===== src/rtl/alu_arbiter.sv =====
// Purpose : two-requester round-robin arbiter in front of one shared, op-transparent ALU.
// Latency : response valid 2 cycles after accept; back-to-back issue every 3 cycles minimum.
// Backpr. : one op in flight; req readys stay low until the owner's response is consumed.
//
// Ports   : clk/reset (sync, active-low); req{0,1}_valid/ready/op/src0/src1 request side;
//           rsp{0,1}_valid/ready + shared rsp_result/rsp_zero response side;
//           alu_op/alu_src0/alu_src1 registered drive to the ALU, alu_result/alu_zero back;
//           busy high whenever the FSM is not idle.
// Config  : define ALU_ARBITER_FIXED_PRIO_EN to make requester 0 win every tie.
module alu_arbiter #(
    parameter int N = 32
) (
    input  logic         clk,
    input  logic         reset,
    input  logic         req0_valid,
    input  logic         req1_valid,
    output logic         req0_ready,
    output logic         req1_ready,
    input  logic [3:0]   req0_op,
    input  logic [3:0]   req1_op,
    input  logic [N-1:0] req0_src0,
    input  logic [N-1:0] req0_src1,
    input  logic [N-1:0] req1_src0,
    input  logic [N-1:0] req1_src1,
    output logic         rsp0_valid,
    output logic         rsp1_valid,
    input  logic         rsp0_ready,
    input  logic         rsp1_ready,
    output logic [N-1:0] rsp_result,
    output logic         rsp_zero,
    output logic [N-1:0] alu_src0,
    output logic [N-1:0] alu_src1,
    output logic [3:0]   alu_op,
    input  logic [N-1:0] alu_result,
    input  logic         alu_zero,
    output logic         busy
);

    typedef enum logic [1:0] {
        IDLE = 2'd0,
        EXEC = 2'd1,
        RESP = 2'd2
    } state_t;

    state_t state;
    logic   last_grant;   // requester granted most recently
    logic   owner;        // requester whose op is in flight
    logic   grant0;
    logic   grant1;
    logic   rsp_take;

    // Requester 1 wins only when it is alone, or on a tie when 0 went last.
    always_comb begin
`ifdef ALU_ARBITER_FIXED_PRIO_EN
        grant1 = req1_valid && !req0_valid;
`else
        grant1 = req1_valid && (!req0_valid || !last_grant);
`endif
        grant0 = req0_valid && !grant1;
    end

    // Handshake outputs are gated by reset so they read 0 during reset
    // even though the state register only clears at the edge.
    assign req0_ready = reset && (state == IDLE) && grant0;
    assign req1_ready = reset && (state == IDLE) && grant1;
    assign rsp0_valid = reset && (state == RESP) && !owner;
    assign rsp1_valid = reset && (state == RESP) && owner;
    assign busy       = reset && (state != IDLE);

    // Only the owner's ready can complete the response.
    assign rsp_take   = owner ? rsp1_ready : rsp0_ready;

    always_ff @(posedge clk) begin
        if (!reset) begin
            state      <= IDLE;
            last_grant <= 1'b1;
            owner      <= 1'b0;
            alu_op     <= '0;
            alu_src0   <= '0;
            alu_src1   <= '0;
            rsp_result <= '0;
            rsp_zero   <= 1'b0;
        end else begin
            case (state)
                IDLE: begin
                    if (grant0 || grant1) begin
                        alu_op     <= grant1 ? req1_op   : req0_op;
                        alu_src0   <= grant1 ? req1_src0 : req0_src0;
                        alu_src1   <= grant1 ? req1_src1 : req0_src1;
                        owner      <= grant1;
                        last_grant <= grant1;
                        state      <= EXEC;
                    end
                end
                EXEC: begin
                    // ALU operands have been stable for a full cycle here.
                    rsp_result <= alu_result;
                    rsp_zero   <= alu_zero;
                    state      <= RESP;
                end
                RESP: begin
                    if (rsp_take) begin
                        state <= IDLE;
                    end
                end
                default: state <= IDLE;
            endcase
        end
    end

endmodule


===== config.mk =====
export PLATFORM = sky130hd
export DESIGN_NAME = alu_arbiter
export DESIGN_NICKNAME = d
export VERILOG_FILES = /design/src/rtl/alu_arbiter.sv
export SDC_FILE = /design/constraint.sdc
export NUM_CORES = 1
export LEC_CHECK = 0
export CORE_AREA = 2 2 108 110
export CTS_BUF_LIST = sky130_fd_sc_hd__clkbuf_8
export CTS_CLUSTER_DIAMETER = 100
export DETAILED_ROUTE_END_ITERATION = 7
export DIE_AREA = 0 0 110 112
export HOLD_SLACK_MARGIN = 0.06
export PLACE_DENSITY = 0.87
export SYNTH_ARGS = -nofsm -noshare
export SYNTH_HDL_FRONTEND = slang
export SYNTH_SLANG_ARGS = --single-unit

===== constraint.sdc =====
create_clock -name clk -period 3.45 [get_ports clk]
set_input_delay 0.5175 -clock clk [delete_from_list [all_inputs] [get_ports clk]]
set_output_delay 0.5175 -clock clk [all_outputs]
set_load 0.01 [all_outputs]

==> results by group <==
Outcome
  – Status: completed

Route
  – Post-DR wirelength/cell: 16.91 µm
  – DRC viols: 0
  – Drt first pass iters: 4
  – Initial DRC Count: 401
  – Final ANT Viol Nets: 0
  – Routed wire length: 15990 µm
  – DR vias: 5084
  – Post-DR vias/cell: 5.374

Setup path
  – CP arrival: 2020 ps
  – Crit path max fanout: 8
  – Critical path capture point type: output pin
  – Worst r2r src: state[1]$_SDFFE_PN0P_
  – Crit path from: reset
  – Required @ worst endpoint: 2930 ps
  – Worst setup path class: in2out
  – Worst Setup Start Kind: input pin

Pwr
  – Internal power: 2144 µW
  – Comb power frac: 0.318
  – Peak supply drop: 0.2334 mV
  – Sequential share of power: 0.457
  – Switching Share: 0.3097
  – Total power: 3106 µW
  – Power Dens Cells: 415.2 nW/µm²
  – Leak: 0.002718 µW
  – Psw: 962.0 µW
  – Clock power share: 0.225

Final layout
  – Number of fill cells: 908
  – Most frequent cells in the layout: clkdlybuf4s50_1 (280), nand2_1 (203), dfxtp_1 (105), a21oi_1 (103), a311oi_1 (48)
  – Finished Layout Cells: 946
  – Multi-input logic area: 2153 µm²
  – Most common cell after layout, fill and taps aside: clkdlybuf4s50_1
  – # diodes: 0
  – Reg area: 2102 µm²
  – Final Net Count: 973
  – Area Overhead vs Synth: 66.24%
  – Layout cell share with drive strength beyond 1: 0.06102

Global routing
  – Global Route Usage Sum: 0.2556
  – Vias in the first global route: 5019
  – Initial antenna violation count: 0
  – Grt ovf: 0
  – Largest net degree at the start of global routing: 103
  – Global-route wire length before repair: 24920 µm

Floorplanning
  – Die X: 110 µm
  – # rows: 39
  – Core Box Area: 11170 µm²
  – Die H: 112 µm
  – Starting density of the core: 0.4026
  – Ports: 281
  – Die ar.: 12320 µm²

STA
  – Fin. Hold Viols: 0
  – Final Cycle Share: 0.7346
  – RSZ-0062 raised after global routing: false
  – Setup_tns: 0 ps
  – Fmax: 394.6 MHz
  – WHS: 460.6 ps
  – Worst-margin pin slew: 1215 ps
  – Max-slew violation count: 0
  – Rel. slew slack: 0.1864
  – Tmin final: 2534 ps
  – Setup violators final: 0
  – Setup Skew: 13.67 ps

Clocking
  – Clk slew on worst S/H paths: 100 ps
  – Inserted Clock Buffers: 9
  – Depth of the CTS H-tree: 3
  – TritonCTS clock tree: yes
  – Hold_buf cts: 0
  – CTS Buffer Depth: 2
  – CTS root buffer: clkbuf_8
  – Clock Sinks: 105
  – # Post-CTS Setup Buffers: 0
  – Skew-Pair Late Insertion Delay: 360 ps
  – Cts repair resizes: 0

Yosys
  – Seq cells post-synth: 105
  – Synth Net Count: 734
  – Cell Area, Synth: 4499 µm²
  – Sequential-to-total area share from yosys stat: 0.4672
  – Syn_area_per_cell: 8.049 µm²
  – Cell variety after synth: 25
  – Largest area contributor in the netlist: dfxtp_1
  – Post-synthesis cell count: 559
  – Synthesis Warnings: 0
  – Largest cells by area after synthesis: dfxtp_1 (47%), nand2_1 (17%), a21oi_1 (11%), a311oi_1 (9.3%), a311oi_2 (6.7%)
  – Top cell type's share of synthesized area: 0.4672

Hold path
  – HP Start: rsp_result[5]$_SDFFE_PN0N_
  – Worst Hold Class: reg2reg

Place
  – IO Port Bufs: 280
  – Hpwl dp: 11170 µm
  – Placed insts: 930
  – Gpl congestion: 0.8345

Run
  – Max Cap Viol: 0
==> per-layer routing <==
metal / track usage / up-vias / routed length, µm
li1: - / 2430 / -
met1: 0.2924 / 2360 / 6145
met2: 0.4372 / 249 / 7860
met3: 0.06440 / 45 / 1320
met4: 0.1224 / 0 / 667
met5: 0 / - / 0
==> cell type report <==
class                           instances  share of cell area
Timing Repair Buffer                  286              0.3824
Multi-Input combinational cell        395              0.2879
Sequential cell                       105              0.2810
Tap cell                              143             0.02392
Clock buffer                            9             0.01656
Clock inverter                          7            0.007528
Inverter                                1           0.0006691
==> worst max-delay path, cell delays in order <==
cell and delay, ps:
clkdlybuf4s50_1 700, and3_1 230, clkdlybuf4s50_1 570
==> final timing paths <==
path | end | slack [ps] | cells after the start
setup / recovery | req1_ready | 920 | 3
hold / removal | rsp_result[5]$_SDFFE_PN0N_ | 460 | 2
setup reg to reg | alu_src0[9]$_SDFFE_PN0P_ | 1080 | 5
hold reg to reg | rsp_result[5]$_SDFFE_PN0N_ | 460 | 2
==> Yosys cell counts (all sizes together) <==
master	count
nand2	203
dfxtp	105
a21oi	103
a311oi	68
clkbuf	43
buf	15
and3	4
nor2	4
a21boi	2
nor2b	2
a21bo	1
and2	1
and4	1
inv	1
mux2i	1
nand2b	1
nor3	1
o21a	1
o21ai	1
or2	1
==> registers in the layout (all words and copies together), names as in the netlist <==
signal,cells
alu_op,4
alu_src0,32
alu_src1,32
last_grant,1
owner,1
rsp_result,32
rsp_zero,1
state,2
==> kinds of logic after synthesis <==
group                  synth area share
DFF                              0.4672
and+or+nand+nor                  0.1883
buffers and inverters           0.05840
AOI/OAI and AO/OA                0.2839
muxes                          0.002225
==> stage by stage <==
step                      cell area [µm²]    util  worst slack (ps)
final                                7480  0.6694             915.7
after floorplan                      4499       -              1586
after detailed placement             7300  0.6532             923.2
after global routing                 7480  0.6694             890.7
after CTS                            7480  0.6694             939.4
after global placement               7300  0.6532             954.2
==> power groups by stage <==
stage                     Sequential, µW  Combinational (µW)  Clock, µW
after CTS                           1420                 989        719
final                               1420                 986        699
after detailed placement            1450                 987          0
after global placement              1440                 962          0
after floorplan                     1490                 386          0
after global routing                1430                1060        770
(Power assumes the default switching activity.)
